[src/rtl/rv_test_pkg.sv]
// Shared definitions for the RISC-V test monitor: monitor states, the halt
// encoding (jal x0,0) and the architectural register count.
package rv_test_pkg;

    localparam int          REG_COUNT  = 32;
    localparam logic [31:0] HALT_INSTR = 32'h0000_006F;

    typedef enum logic [1:0] {
        ST_RUN   = 2'd0,
        ST_CHECK = 2'd1,
        ST_DONE  = 2'd2
    } mon_state_e;

endpackage

[src/rtl/shadow_regfile.sv]
// Shadow copy of the core register file: one write port, one combinational
// read port, x0 hardwired to zero; asynchronous active-low clear.
module shadow_regfile
    import rv_test_pkg::*;
#(
    parameter int XLEN = 32
) (
    input  logic            clk,
    input  logic            rst_n,
    input  logic            we,
    input  logic [4:0]      waddr,
    input  logic [XLEN-1:0] wdata,
    input  logic [4:0]      raddr,
    output logic [XLEN-1:0] rdata
);

    logic [XLEN-1:0] regs [REG_COUNT];

    always_ff @(posedge clk or negedge rst_n) begin
        if (!rst_n) begin
            for (int i = 0; i < REG_COUNT; i++) begin
                regs[i] <= '0;
            end
        end else if (we && (waddr != 5'd0)) begin
            regs[waddr] <= wdata;
        end
    end

    assign rdata = (raddr == 5'd0) ? '0 : regs[raddr];

endmodule

[src/rtl/rv_test_monitor.sv]
// End-of-test monitor: shadows core writebacks until halt or timeout, then
// scans the expected-register table one entry per cycle. Trace: TEST_MONITOR_TRACE_EN.
module rv_test_monitor
    import rv_test_pkg::*;
#(
    parameter int XLEN       = 32,
    parameter int NUM_CHECKS = 3,
    parameter int MAX_CYCLES = 10000
) (
    input  logic                               clk,
    input  logic                               rst_n,
    input  logic                               wb_en,
    input  logic [4:0]                         wb_rd,
    input  logic [XLEN-1:0]                    wb_data,
    input  logic [31:0]                        instr,
    input  logic [5*NUM_CHECKS-1:0]            exp_rd,
    input  logic [XLEN*NUM_CHECKS-1:0]         exp_val,
    output logic                               done,
    output logic                               pass,
    output logic                               fail,
    output logic                               timeout,
    output logic [$clog2(NUM_CHECKS+1)-1:0]    mismatch_idx,
    output logic [31:0]                        cycle_count
);

    localparam int            IW       = $clog2(NUM_CHECKS + 1);
    localparam logic [IW-1:0] NO_MISS  = IW'(NUM_CHECKS);
    localparam logic [IW-1:0] LAST_IDX = IW'(NUM_CHECKS - 1);
    localparam logic [31:0]   LIMIT_M1 = 32'(MAX_CYCLES - 1);

    mon_state_e      state;
    logic [IW-1:0]   check_idx;
    logic [4:0]      cur_rd;
    logic [XLEN-1:0] cur_exp;
    logic [XLEN-1:0] cur_val;
    logic            shadow_we;
    logic            halt_seen;
    logic            at_limit;
    logic            entry_mismatch;
    logic            mismatch_seen;

    assign halt_seen      = (instr == HALT_INSTR);
    assign at_limit       = (cycle_count >= LIMIT_M1);
    assign shadow_we      = wb_en && (state == ST_RUN);
    assign entry_mismatch = (cur_val != cur_exp);
    assign mismatch_seen  = (mismatch_idx != NO_MISS);

    always_comb begin
        cur_rd  = exp_rd[4:0];
        cur_exp = exp_val[XLEN-1:0];
        for (int i = 0; i < NUM_CHECKS; i++) begin
            if (check_idx == IW'(i)) begin
                cur_rd  = exp_rd[5*i +: 5];
                cur_exp = exp_val[XLEN*i +: XLEN];
            end
        end
    end

    shadow_regfile #(.XLEN(XLEN)) u_shadow (
        .clk   (clk),
        .rst_n (rst_n),
        .we    (shadow_we),
        .waddr (wb_rd),
        .wdata (wb_data),
        .raddr (cur_rd),
        .rdata (cur_val)
    );

    always_ff @(posedge clk or negedge rst_n) begin
        if (!rst_n) begin
            state        <= ST_RUN;
            check_idx    <= '0;
            done         <= 1'b0;
            pass         <= 1'b0;
            fail         <= 1'b0;
            timeout      <= 1'b0;
            cycle_count  <= '0;
            mismatch_idx <= NO_MISS;
        end else begin
            case (state)
                ST_RUN: begin
                    if (cycle_count != 32'hFFFF_FFFF) begin
                        cycle_count <= cycle_count + 32'd1;
                    end
                    // Halt wins over a timeout landing on the same cycle.
                    if (halt_seen) begin
                        state     <= ST_CHECK;
                        check_idx <= '0;
                    end else if (at_limit) begin
                        state   <= ST_DONE;
                        done    <= 1'b1;
                        fail    <= 1'b1;
                        timeout <= 1'b1;
                    end
                end
                ST_CHECK: begin
                    if (entry_mismatch && !mismatch_seen) begin
                        mismatch_idx <= check_idx;
                    end
                    if (check_idx == LAST_IDX) begin
                        state <= ST_DONE;
                        done  <= 1'b1;
                        if (mismatch_seen || entry_mismatch) begin
                            fail <= 1'b1;
                        end else begin
                            pass <= 1'b1;
                        end
                    end else begin
                        check_idx <= check_idx + IW'(1);
                    end
                end
                ST_DONE: begin
                end
                default: state <= ST_DONE;
            endcase
        end
    end

`ifdef TEST_MONITOR_TRACE_EN
    always @(posedge clk) begin
        if (rst_n) begin
            if (shadow_we && (wb_rd != 5'd0)) begin
                $display("[%0t] wb x%0d = 0x%0h", $time, wb_rd, wb_data);
            end
            if ((state == ST_CHECK) && entry_mismatch) begin
                $display("[%0t] mismatch entry %0d x%0d expected 0x%0h got 0x%0h",
                         $time, check_idx, cur_rd, cur_exp, cur_val);
            end
            if ((state == ST_CHECK) && (check_idx == LAST_IDX)) begin
                $display("[%0t] test %s", $time,
                         (mismatch_seen || entry_mismatch) ? "FAIL" : "PASS");
            end
            if ((state == ST_RUN) && !halt_seen && at_limit) begin
                $display("[%0t] test TIMEOUT", $time);
            end
        end
    end
`endif

endmodule
[config.mk]
export PLATFORM = sky130hd
export DESIGN_NAME = rv_test_monitor
export DESIGN_NICKNAME = d
export VERILOG_FILES = /design/src/rtl/rv_test_pkg.sv /design/src/rtl/shadow_regfile.sv /design/src/rtl/rv_test_monitor.sv
export SDC_FILE = /design/constraint.sdc
export NUM_CORES = 2
export LEC_CHECK = 0
export CAP_MARGIN = 25
export CORE_ASPECT_RATIO = 2
export CORE_MARGIN = 10
export CORE_UTILIZATION = 50
export DETAILED_ROUTE_END_ITERATION = 12
export HOLD_SLACK_MARGIN = 0.15
export PLACE_DENSITY_LB_ADDON = 0.1
export SKIP_LAST_GASP = 1
export SLEW_MARGIN = 20
export SYNTH_ARGS = -nofsm -noshare
export SYNTH_HDL_FRONTEND = slang
export SYNTH_SLANG_ARGS = --single-unit
[constraint.sdc]
create_clock -name clk -period 4.2 [get_ports clk]
set_clock_uncertainty 0.15 [all_clocks]
set_input_delay 0.84 -clock clk [delete_from_list [all_inputs] [get_ports clk]]
set_output_delay 0.84 -clock clk [all_outputs]
set_load 0.1 [all_outputs]
==> summary.md <==
| Metric | Value |
|---|---|
| Status | `complete, but fails checks` |
| Failing checks | `setup timing` |
| F_max | `215 MHz` |
| Lkg Pwr | `27.4 nW` |
| Worst slack, placed | `-1.26 ns` |
| Largest net degree at the start of global routing | `93` |
| CP Cell Sequence | `buf_4 -> inv_2 -> ha_4 -> buf_8 -> buf_4 -> o21a_4 -> buf_12 -> buf_16 -> buf_16 -> mux4_2 -> o211ai_1 -> nor3_2 -> xnor2_1 -> or4_4 -> nor4_4 -> nand4bb_4 -> a41oi_2` |
| Switching part of the total power | `a little over a quarter` |
| Num rows | `163` |
| Crit-path max FO | `7` |
| Post-synth ARST share | `100%` |
| GPL Wtd Cong | `0.951` |
| Top_reg_cell synth | `dfrtp_1` |
| Worst Tran Pin Value | `about 1.1 ns` |
| Relative slew slack | `23.4%` |
| Syn nets | `4,016` |
| Number of global-route vias before repair | `37,300` |
| Post-synth top cells | `dfrtp_1, mux2_2, nand2_1` |
| Final hold vios | `0` |
| Sw Pwr | `a little over 0.007 W` |
| Initial antenna violation count | `11` |
| Worst Setup SP | `check_idx[0]` |
| DRT antenna net count | `0` |
| Tot GR Track Use | `31.7%` |
| Cells after synthesis | `3,830` |
| Vias per inst | `around 6.3` |
| Vias post-DR | `around 36,000` |
| Buffers & Inverters on Critical Path | `7` |
| Max Slew Vio Count | `0` |
| IO Pins | `221` |
| Port bufs | `220` |
| Max VDD drop | `a little under 0.3 mV` |
| Yosys cell types | `82` |
| EDFF count, synth | `0` |
| First-pass GRT wire length | `262 mm` |
| Tightest Hold Check Type | `reg2reg` |
| Crit path required time | `4.68 ns` |
| Die area | `roughly 110,000 um^2` |
| Fillcell total | `7,845` |
| CTS sink cnt | `1,036` |
| Drt drc | `0` |
| Ys Warns | `0` |
| Syn Area/Cell | `~13 um^2` |
| CTS Root Cell | `clkbuf_16` |
| Power share of the sequential group | `47.3%` |
| Minimum clock period | `4.65 ns` |
| Hold_sp | `u_shadow.regs[993]` |
| Max Cap Violations | `0` |
| Clk pwr share | `34.4%` |
| Final setup margin | `-0.450 ns` |
| Synth Cell Area | `49,400 um^2` |
| Seq cells post-synth | `roughly 1,000` |
| Chip Width | `242 um` |
| Final #Nets | `4,519` |
| Share of the synthesized area in the top cell type | `52.3%` |
| Reg2reg start | `check_idx[0]` |
| H-tree Lvls | `3` |
| WL/cell | `~32 um` |
| Tcrit/Tclk final | `111%` |
| Clock-pin slew on the worst setup and hold paths | `around 0.070 ns` |
| Logic pwr share | `18.3%` |
| Slowest stage delay, CP | `~0.58 ns` |
| Final setup TNS | `-1.53 ns` |
| Placeable Area | `98,500 um^2` |
| Detail Placement HPWL | `122 mm` |
| CTS Buf Count | `95` |
| Fraction of layout cells with a size suffix above 1 | `44.6%` |
| CTS tree | `done` |
| Worst path arrival time | `5.13 ns` |
| Core Util, Final | `roughly 62%` |
| Area growth syn-to-layout | `23.4%` |
| Critical path type | `reg2reg` |
| Crit. End Element | `register` |
| Worst-Skew Late Latency | `0.72 ns` |
| Critical-path cell with the highest stage delay | `or4_4` |
| Clk buf depth | `3` |
| Top cells by area, synth | `dfrtp_1, mux2_2, mux4_2` |
| Top delay family on crit path | `simple AND/OR/NAND/NOR gates` |
| Endpoints failing setup | `4` |
| Pint | `0.0199 W` |
| Crit start category | `register` |
| Seq/Total Area, Yosys | `52.5%` |
| RSZ-0062 raised after global routing | `true` |
| Routed Wire Length | `181 mm` |
| Count leader, synth | `dfrtp_1` |
| Area leader, netlist | `dfrtp_1` |
| Gr ovfl total | `0` |
| Initial DRC Count | `3,008` |
| Initial core utilization | `50.2%` |
| Die H | `465 um` |
| DRT Pass-1 Iters | `5` |
| Power Density | `442 nW/um^2` |
## cell families after synthesis
logic type | Yosys count | share of synthesized area, %
AOI/OAI and AO/OA | 425 | 5.88
xor gates and xnor gates | 53 | 0.939
adders and majority gates | 3 | 0.0759
buffers and inverters | 356 | 3.24
DFF | 1036 | 52.5
muxes | 1253 | 30.8
and+or+nand+nor | 704 | 6.66
## routing by layer
layer	track usage [%]	wire length [um]	part of all wire (%)
met2	53.7	89200	49
met4	20.3	13500	7.5
met1	36.6	66500	37
met5	0	78	0.043
met3	5.70	11600	6.4
## power groups by stage
stage	combinational, W	clock, W	sequential [W]
after CTS	0.00485	0.00940	0.0127
after detailed placement	0.00470	0	0.0129
after global routing	0.00528	0.00976	0.0129
after floorplan	0.00306	0	0.0126
final	0.00493	0.00929	0.0128
after global placement	0.00458	0	0.0128
## state kept, by name, summed over array words and instances (netlist names)
signal / flops
timeout: 1
pass: 1
fail: 1
cycle_count: 32
check_idx: 2
mismatch_idx: 2
u_shadow.regs: 994
state: 2
done: 1
## final cells by class
type / instances / area, um^2 / share of cell area [%]
Timing Repair Buffer: 746 / 7420 / 12.2
Multi-Input combinational cell: 2439 / 22700 / 37.1
Antenna cell: 2 / 5.00 / 0.00820
Inverter: 15 / 58.8 / 0.0964
Tap cell: 1320 / 1650 / 2.71
Clock buffer: 143 / 2890 / 4.73
Sequential cell: 1036 / 25900 / 42.5
Clock inverter: 27 / 398 / 0.652
## layout by cell type (no fill, tap or decap), types with 21 or more instances in the layout
master / count
buf_4: 409
clkbuf_16: 99
mux4_2: 109
xnor2_1: 35
a31oi_1: 30
o21ai_0: 30
a22oi_1: 34
nand4_1: 31
buf_6: 21
nand2_1: 273
dfrtp_1: 1034
mux2i_1: 108
nor2_1: 109
clkdlybuf4s50_1: 207
o22ai_1: 43
a221oi_1: 31
and2_1: 22
nand3_1: 102
mux2_2: 1028
clkbuf_8: 31
a21oi_1: 109
buf_12: 70
## worst paths after layout
kind	to	slack, ns	cells after the start
worst max-delay path	mismatch_idx[1]	-0.45	17
worst min register to register	u_shadow.regs[993]	0.23	0
min in group asynchronous	u_shadow.regs[793]	0.67	2
worst max register to register	mismatch_idx[1]	-0.45	17
worst min-delay path	u_shadow.regs[993]	0.23	0
max in group asynchronous	u_shadow.regs[963]	2.04	3
## stage by stage
stage | hold slack (ns) | cells | power, W | instance area, um^2
finish | 0.229 | 5728 | 0.0270 | 61000
detailed placement | 0.213 | 5484 | 0.0176 | 56200
CTS | 0.229 | 5700 | 0.0270 | 60400
global placement | 0.211 | 5477 | 0.0174 | 56100
global route | 0.254 | 5728 | 0.0280 | 61000
floorplan | 0.275 | 3830 | 0.0156 | 49400
## repair_timing
action	CTS	global route
hold buffers	1	0
setup buffers	41	15
hold endpoints to repair	24	0
resized for setup	85	58
cloned	5	3
pin swaps	25	30
endpoints found under the setup margin	4	4
(Power assumes the default switching activity.)
